==> src/rtl/ram_param_pkg.sv <==
`default_nettype none
// ============================================================================
// Module      : ram_param_pkg
// Description : Shared types and default sizing for the ram_param block.
// Revision    : 1.0  initial release
// ============================================================================
package ram_param_pkg;

   localparam int DEF_DATA_W = 8;
   localparam int DEF_ADDR_W = 8;
   localparam int DEF_DEPTH  = 8;

   typedef enum logic [0:0] {
      CLEAR = 1'b0,
      READY = 1'b1
   } state_t;

endpackage
`default_nettype wire

==> src/rtl/ram_param_parity.sv <==
`default_nettype none
// ============================================================================
// Module      : ram_param_parity
// Description : Per-byte even parity generator (one bit per 8-bit lane).
//               Used only when RAM_PARAM_PARITY_EN is defined.
// Revision    : 1.0  initial release
// ============================================================================
module ram_param_parity #(
   parameter int DATA_W = 8
) (
   input  logic [DATA_W-1:0]   data_i,
   output logic [DATA_W/8-1:0] par_o
);

   // XOR-reduce each byte lane independently
   always_comb begin
      par_o = '0;
      for (int i = 0; i < DATA_W/8; i++) begin
         par_o[i] = ^data_i[8*i +: 8];
      end
   end

endmodule
`default_nettype wire

==> src/rtl/ram_param.sv <==
`default_nettype none
// ============================================================================
// Module      : ram_param
// Description : Parameterised single-port RAM with byte-lane write enables,
//               registered read-first reads, power-up zeroing sweep and
//               out-of-range access flagging.
//               Define RAM_PARAM_PARITY_EN to add per-lane even parity
//               storage and a parity_err output.
// Revision    : 1.0  initial release
// ============================================================================
module ram_param
   import ram_param_pkg::*;
#(
   parameter int DATA_W = DEF_DATA_W,
   parameter int ADDR_W = DEF_ADDR_W,
   parameter int DEPTH  = DEF_DEPTH
) (
   input  logic                clk,
   input  logic                rst_n,
   input  logic [ADDR_W-1:0]   address,
   input  logic [DATA_W-1:0]   data_in,
   input  logic [DATA_W/8-1:0] be,
   input  logic                rd,
   input  logic                wr,
   output logic [DATA_W-1:0]   data_out,
   output logic                rd_valid,
   output logic                busy,
   output logic                oob_err
`ifdef RAM_PARAM_PARITY_EN
   ,
   output logic                parity_err
`endif
);

   localparam int c_NB    = DATA_W / 8;
   localparam int c_IDX_W = (DEPTH > 1) ? $clog2(DEPTH) : 1;
   localparam logic [c_IDX_W-1:0] c_LAST    = c_IDX_W'(DEPTH - 1);
   localparam logic [ADDR_W:0]    c_DEPTH_A = (ADDR_W + 1)'(DEPTH);

   state_t               state_q, state_d;
   logic [c_IDX_W-1:0]   ptr_q, ptr_d;
   logic [DATA_W-1:0]    mem_q [DEPTH];
   logic [DATA_W-1:0]    data_out_q;
   logic                 rd_valid_q;
   logic                 oob_err_q;

   logic                 w_ready;
   logic                 w_in_range;
   logic [c_IDX_W-1:0]   w_idx;
   logic                 w_rd_acc;
   logic                 w_wr_acc;
   logic [DATA_W-1:0]    w_rdata;
   logic [DATA_W-1:0]    w_wdata;

   assign w_ready    = (state_q == READY);
   assign w_in_range = ({1'b0, address} < c_DEPTH_A);
   assign w_idx      = address[c_IDX_W-1:0];
   assign w_rd_acc   = w_ready & rd;
   assign w_wr_acc   = w_ready & wr & w_in_range;
   // Only meaningful when w_in_range; every consumer is gated by it
   assign w_rdata    = mem_q[w_idx];

   // Merge enabled byte lanes of the write data over the stored word
   always_comb begin
      w_wdata = w_rdata;
      for (int i = 0; i < c_NB; i++) begin
         if (be[i]) begin
            w_wdata[8*i +: 8] = data_in[8*i +: 8];
         end
      end
   end

   // Sweep sequencing: walk every address once, then settle in READY
   always_comb begin
      state_d = state_q;
      ptr_d   = ptr_q;
      if (state_q == CLEAR) begin
         if (ptr_q == c_LAST) begin
            state_d = READY;
         end else begin
            ptr_d = ptr_q + 1'b1;
         end
      end
   end

   // State, sweep pointer and registered outputs; reset abandons any operation
   always_ff @(posedge clk or negedge rst_n) begin
      if (!rst_n) begin
         state_q    <= CLEAR;
         ptr_q      <= '0;
         data_out_q <= '0;
         rd_valid_q <= 1'b0;
         oob_err_q  <= 1'b0;
      end else begin
         state_q    <= state_d;
         ptr_q      <= ptr_d;
         rd_valid_q <= w_rd_acc;
         // One pulse per access even if rd and wr are both asserted
         oob_err_q  <= w_ready & (rd | wr) & ~w_in_range;
         if (w_rd_acc) begin
            data_out_q <= w_in_range ? w_rdata : '0;
         end
      end
   end

   // Storage array: sweep zeroing has priority, port writes only in READY
   always_ff @(posedge clk) begin
      if (state_q == CLEAR) begin
         mem_q[ptr_q] <= '0;
      end else if (w_wr_acc) begin
         mem_q[w_idx] <= w_wdata;
      end
   end

   assign data_out = data_out_q;
   assign rd_valid = rd_valid_q;
   assign oob_err  = oob_err_q;
   assign busy     = (state_q == CLEAR);

`ifdef RAM_PARAM_PARITY_EN
   logic [c_NB-1:0] par_q [DEPTH];
   logic [c_NB-1:0] w_gen_par;
   logic [c_NB-1:0] w_chk_par;
   logic [c_NB-1:0] w_wpar;
   logic            parity_err_q;

   ram_param_parity #(.DATA_W(DATA_W)) u_par_gen (
      .data_i (data_in),
      .par_o  (w_gen_par)
   );

   ram_param_parity #(.DATA_W(DATA_W)) u_par_chk (
      .data_i (w_rdata),
      .par_o  (w_chk_par)
   );

   // Refresh parity only for lanes being written
   always_comb begin
      w_wpar = par_q[w_idx];
      for (int i = 0; i < c_NB; i++) begin
         if (be[i]) begin
            w_wpar[i] = w_gen_par[i];
         end
      end
   end

   // Parity storage follows the data array; all-zero words have zero parity
   always_ff @(posedge clk) begin
      if (state_q == CLEAR) begin
         par_q[ptr_q] <= '0;
      end else if (w_wr_acc) begin
         par_q[w_idx] <= w_wpar;
      end
   end

   // Parity error flag pulses alongside rd_valid
   always_ff @(posedge clk or negedge rst_n) begin
      if (!rst_n) begin
         parity_err_q <= 1'b0;
      end else begin
         parity_err_q <= w_rd_acc & w_in_range & (|(w_chk_par ^ par_q[w_idx]));
      end
   end

   assign parity_err = parity_err_q;
`endif

endmodule
`default_nettype wire

==> config.mk <==
export PLATFORM = sky130hd
export DESIGN_NAME = ram_param
export DESIGN_NICKNAME = d
export VERILOG_FILES = /design/src/rtl/ram_param_pkg.sv /design/src/rtl/ram_param_parity.sv /design/src/rtl/ram_param.sv
export SDC_FILE = /design/constraint.sdc
export NUM_CORES = 1
export LEC_CHECK = 0
export ABC_AREA = 1
export CAP_MARGIN = 20
export CELL_PAD_IN_SITES_DETAIL_PLACEMENT = 1
export CELL_PAD_IN_SITES_GLOBAL_PLACEMENT = 1
export CORE_AREA = 2 2 93 95
export CTS_CLUSTER_DIAMETER = 60
export CTS_CLUSTER_SIZE = 14
export DETAILED_ROUTE_END_ITERATION = 10
export DIE_AREA = 0 0 95 97
export PLACE_DENSITY = 0.82
export SYNTH_ARGS = -nofsm -noshare
export SYNTH_HDL_FRONTEND = slang
export SYNTH_HIERARCHICAL = 1
export SYNTH_SLANG_ARGS = --single-unit
==> constraint.sdc <==
create_clock -name clk -period 2.2 [get_ports clk]
set_input_delay 0.33 -clock clk [delete_from_list [all_inputs] [get_ports clk]]
set_output_delay 0.33 -clock clk [all_outputs]
set_load 0.02 [all_outputs]
## Word level (Yosys, flattened, before mapping)

Memories as Yosys holds them, arrays and structs flattened.
Cells that the tools add are included.

| operators by class | value |
|---|---|
| add/subtract/negate cells | 1 |
| order comparisons | 1 |
| equality and inequality tests | 1 |
| mux-type cells | 11 |
| bitwise logic cells | 9 |
| reductions and logical operators | 2 |

Operators with widths:

| operator | number |
|---|---|
| 8-bit two-way mux | 3 |
| 8-bit by 4-bit < comparator with 1-bit output (second input constant) | 1 |
| 8-bit OR reduction | 1 |
| 1-bit two-way mux | 7 |
| 1-bit bitwise AND | 5 |
| 3-bit by 1-bit adder with 3-bit output (second input constant) | 1 |
| 3-bit == test (second input constant) | 1 |
| 3-bit two-way mux | 1 |
| 1-bit NOT | 3 |
| 2-bit AND reduction | 1 |
| 1-bit OR | 1 |

| word-level totals | value |
|---|---|
| register bits after elaboration | 14 |
| RAM bits | 64 |
| output and inout port bits | 11 |
| word-level logic and storage cells | 31 |
| memories kept | 1 |

Memory list:

| name | words | width | read ports | clocked after Yosys merged registers in | write ports | RTL line | RTL |
|---|---|---|---|---|---|---|---|
| mem_q | 8 | 8 | 1 | 0 | 1 | ram_param.sv:42 | `logic [DATA_W-1:0] mem_q [DEPTH];` |

## Depth between registers and ports, before layout

| logic depth | value |
|---|---|
| word-level depth | 7 |
| depth in mapped cells | 9 |

## Worst setup path after synthesis

Ideal clock, no wire load.

| path | value |
|---|---|
| kind | input-to-reg |
| from | input port address[5] |
| to | memory mem_q[0][0] (enable) |
| library setup time | 370 ps |
| data arrival time | 1335 ps |
| setup slack | 495 ps |
| stages on the path | 7 |
| path buffers | 0 |
| cell sequence | nor2_2 nand2_2 nor2_4 nand3_1 nand2_1 nand2_1 nor2_1 |

| on the way | value |
|---|---|
| cells in the longest elaborated chain, start to end | 7 |
| elaborated cells between the ends (all ways) | 8 |

RTL lines:

| element | RTL line | RTL |
|---|---|---|
| start: declaration | ram_param.sv:20 | `input logic [ADDR_W-1:0] address,` |
| 8-bit by 4-bit < comparator with 1-bit output (*) | ram_param.sv:56 | `assign w_in_range = ({1'b0, address} < c_DEPTH_A);` |
| 1-bit bitwise AND (*) | ram_param.sv:59 | `assign w_wr_acc = w_ready & wr & w_in_range;` |
| 1-bit two-way mux (*) | ram_param.sv:110 | `end else if (w_wr_acc) begin` |
| 1-bit two-way mux (*) | ram_param.sv:108 | `if (state_q == CLEAR) begin` |
| 1-bit two-way mux (not written as such) (*) | ram_param.sv:111 | `mem_q[w_idx] <= w_wdata;` |
| 8-bit OR reduction (no source line) | - |  |
| 3-bit two-way mux (no source line) / 1-bit two-way mux (equally long branches) | - |  |
| end: declaration | ram_param.sv:42 |  |

Mark *: on every way between the ends. The rest lies on a longest branch, timed or not.

## Worst setup path in the final report

| path | value |
|---|---|
| from | input port address[1] |
| to | memory mem_q[1][3], data pin |

| on the way | value |
|---|---|
| cells in the longest elaborated chain, start to end | 7 |
| elaborated cells between the ends (all ways) | 9 |

RTL lines:

| element | RTL line |
|---|---|
| 8-bit by 4-bit < comparator with 1-bit output | ram_param.sv:56 |
| 1-bit bitwise AND | ram_param.sv:59 |
| 1-bit two-way mux | ram_param.sv:110 |
| 1-bit two-way mux | ram_param.sv:108 |
| 1-bit two-way mux (not written as such) | ram_param.sv:111 |
| 8-bit OR reduction (no source line) | - |
| 8-bit two-way mux (no source line) (*) | - |

Marked as above.

==> run summary <==
TritonCTS clock tree: yes
Initial Util: 43.6%
final number of hold-violating endpoints: 0
most common cell after layout, fill and taps aside: nand2_1
CTS HTree Levels: 3
post-layout min period: 1.87 ns
Worst-Margin Slew: 0.694 ns
max cap viols: 0
total track usage: 23.4%
vias in the first global route: 3019
status: complete, no violations
clock latency on the worst-skew pair: 0.36 ns
crit-path max FO: 18
max frequency: 535 MHz
Setup crit end kind: register
first-pass GRT wire length: 15800 µm
Seq/Total Area, Yosys: 64.0%
xor-xnor portion of the synthesized cell area: 0.247%
Pins Over Slew Limit: 0
Worst VDD drop: 0.000312 V
reg-to-reg endpoint: mem_q[7][6]$_DFFE_PP_
simple-gate portion of the synthesized area: 27.2%
synth unique cells: 24
Clock Power Share: 38.0%
HPWL Detailed: 7070 µm
Worst-path clk slew: 0.09 ns
global placement routability congestion: 0.848
Die H: 97 µm
r2r worst-path depth: 7
worst hold path type: primary input to asynchronous set/reset pin
via count: 2846
# DRC: 0
Fill cells: 935
Synth area leader: edfxtp_1
Critical Path RT: 2.31 ns
Synth Area in Compound Gates: 1.94%
n_diodes: 0
Power Density: 679 nW/µm²
Setup TNS Final: 0 ns
Setup violations, final: 0
met1 usage: 29.4%
P_leak: 1.86 nW
area grow syn2layout: 22.3%
Rows: 33
syn nets: 387
mapped cell area: 3550 µm²
R2R setup slack: 0.46 ns
dominant cells by area after synthesis: edfxtp_1 (54%), nand2_1 (14%), dfrtp_1 (9.9%)
WP data arrival: 1.98 ns
Reg2Reg Launch Point: state_q$_DFF_PN0_
Worst Skew: 0.0129 ns
routed wire length: 9890 µm
Yosys reg bits: 78
setup bufs post-CTS: 0
area post-placement: 4140 µm²
RSZ-0062 raised after global routing: no
initial antenna violation count: 0
Int Pwr: 0.00222 W
hold slack final: 0.378 ns
die width: 95 µm
Switching Fraction: 24.8%
Seq pwr share: 53.8%
syn avg cell area: 9.75 µm²
share of cells above drive strength 1: 12.0%
cts repair resizes: 0
Syn Inst Count: 364
adder-cell share of the synthesized area: 0.705%
pin count of the biggest net entering global routing: 34
number of port buffers: 31
Final ANT Viol Nets: 0
Max Buffers Root-to-Sink: 2
drt first pass iters: 4
# hold bufs at CTS: 0
Combinational Power Share: 8.2%
vias per inst: 5.44
top cell type's share of synthesized area: 54.1%
synth warn: 6
die area: 9220 µm²
clock tree root buffer cell: clkbuf_8
GRT met3 Usage: 4.21%
largest family of logic cells by synthesized area: simple AND/OR/NAND/NOR gates
GR peak layer: met2
sw power: 0.000731 W
fin area: 4340 µm²
multiplexer area fraction after synthesis: 0%
CTS Sinks: 78
M2 GR Usage: 38.7%
CP startpoint kind: primary input
commonest non-fill, non-tap cells in the layout: nand2_1 (133), edfxtp_1 (64), nand3_1 (63)
Core ar.: 8130 µm²
kind of critical path: primary input to register
grt ovf: 0
final net count: 436
IO Pins: 32
initial DRC count: 171
wire per inst: 18.9 µm
part of the cycle the worst path needs: 85.0%
Max-slew headroom: 53.6%
number of CTS-inserted buffers: 9
[cell families after synthesis]
logic type      Yosys count
simple gates            226
buf+inv                  44
compound gates           13
xor+xnor                  1
flops                    78
fa+ha+maj                 2
[power groups by stage]
stage | sequential [W] | combinational [W] | clock (W)
after floorplan | 0.00162 | 0.000125 | 0
after global placement | 0.00162 | 0.000230 | 0
after detailed placement | 0.00162 | 0.000239 | 0
after CTS | 0.00159 | 0.000243 | 0.00114
after global routing | 0.00159 | 0.000265 | 0.00121
final | 0.00159 | 0.000243 | 0.00112
[worst max path at each step]
stage                           start               endpoint  slack, ns  depth (start not counted)
floorplan                  address[5]  mem_q[0][0]$_DFFE_PP_       0.50                          7
global placement           address[5]  mem_q[7][1]$_DFFE_PP_       0.05                          9
detailed placement         address[7]  mem_q[7][5]$_DFFE_PP_      -0.03                          9
CTS                 state_q$_DFF_PN0_                   busy       0.35                          2
global route               address[5]  mem_q[7][6]$_DFFE_PP_       0.24                          9
finish                     address[1]  mem_q[1][3]$_DFFE_PP_       0.33                          9
[through the flow]
| step | cells | setup slack (ns) | total power [W] | util (%) |
|---|---|---|---|---|
| CTS | 523 | 0.350 | 0.00297 | 53.4 |
| global placement | 507 | 0.0466 | 0.00185 | 50.9 |
| global route | 523 | 0.244 | 0.00306 | 53.4 |
| detailed placement | 507 | -0.0292 | 0.00186 | 50.9 |
| finish | 523 | 0.330 | 0.00295 | 53.4 |
| floorplan | 364 | 0.495 | 0.00175 | - |
[flip-flops by register name (all words and copies together), names as in the netlist]
register and count:
ptr_q 3, mem_q 64, rd_valid 1, state_q 1
oob_err 1, data_out 8
[final cells by class]
type                       instances  area (µm²)  share of cell area (%)
multi-input combinational        242        1070                    24.6
clock inverter                     7        78.8                    1.82
inverter                          29         116                    2.68
clock buffer                       9         124                    2.85
sequential                        78        2270                    52.3
tap                              105         131                    3.03
timing repair buffer              53         551                    12.7
[worst max-delay path: stages]
cell and delay, ns:
clkdlybuf4s50_1 0.46, buf_12 0.19, inv_2 0.25, nand3_1 0.18, nand3_1 0.16, nand3_1 0.10
nand2_1 0.09, inv_1 0.07, buf_12 0.15
[synth_stat cells (all sizes together)]
| library cell | n |
|---|---|
| dfrtp | 14 |
| clkbuf | 2 |
| o21ai | 10 |
| a21oi | 1 |
| clkinv | 1 |
| inv | 28 |
| nand4 | 1 |
| o211ai | 1 |
| nand3 | 63 |
| o22ai | 1 |
| buf | 13 |
| nand2 | 136 |
| xor2 | 1 |
| nor2 | 26 |
| edfxtp | 64 |
| ha | 2 |
[layer usage]
metal / share of wire, % / up-vias / wire length (µm)
met3: 4.2 / 28 / 415
met5: 0 / - / 0
li1: - / 1308 / -
met2: 50 / 88 / 4980
met4: 3.5 / 0 / 351
met1: 42 / 1422 / 4150
(Power assumes the default switching activity.)
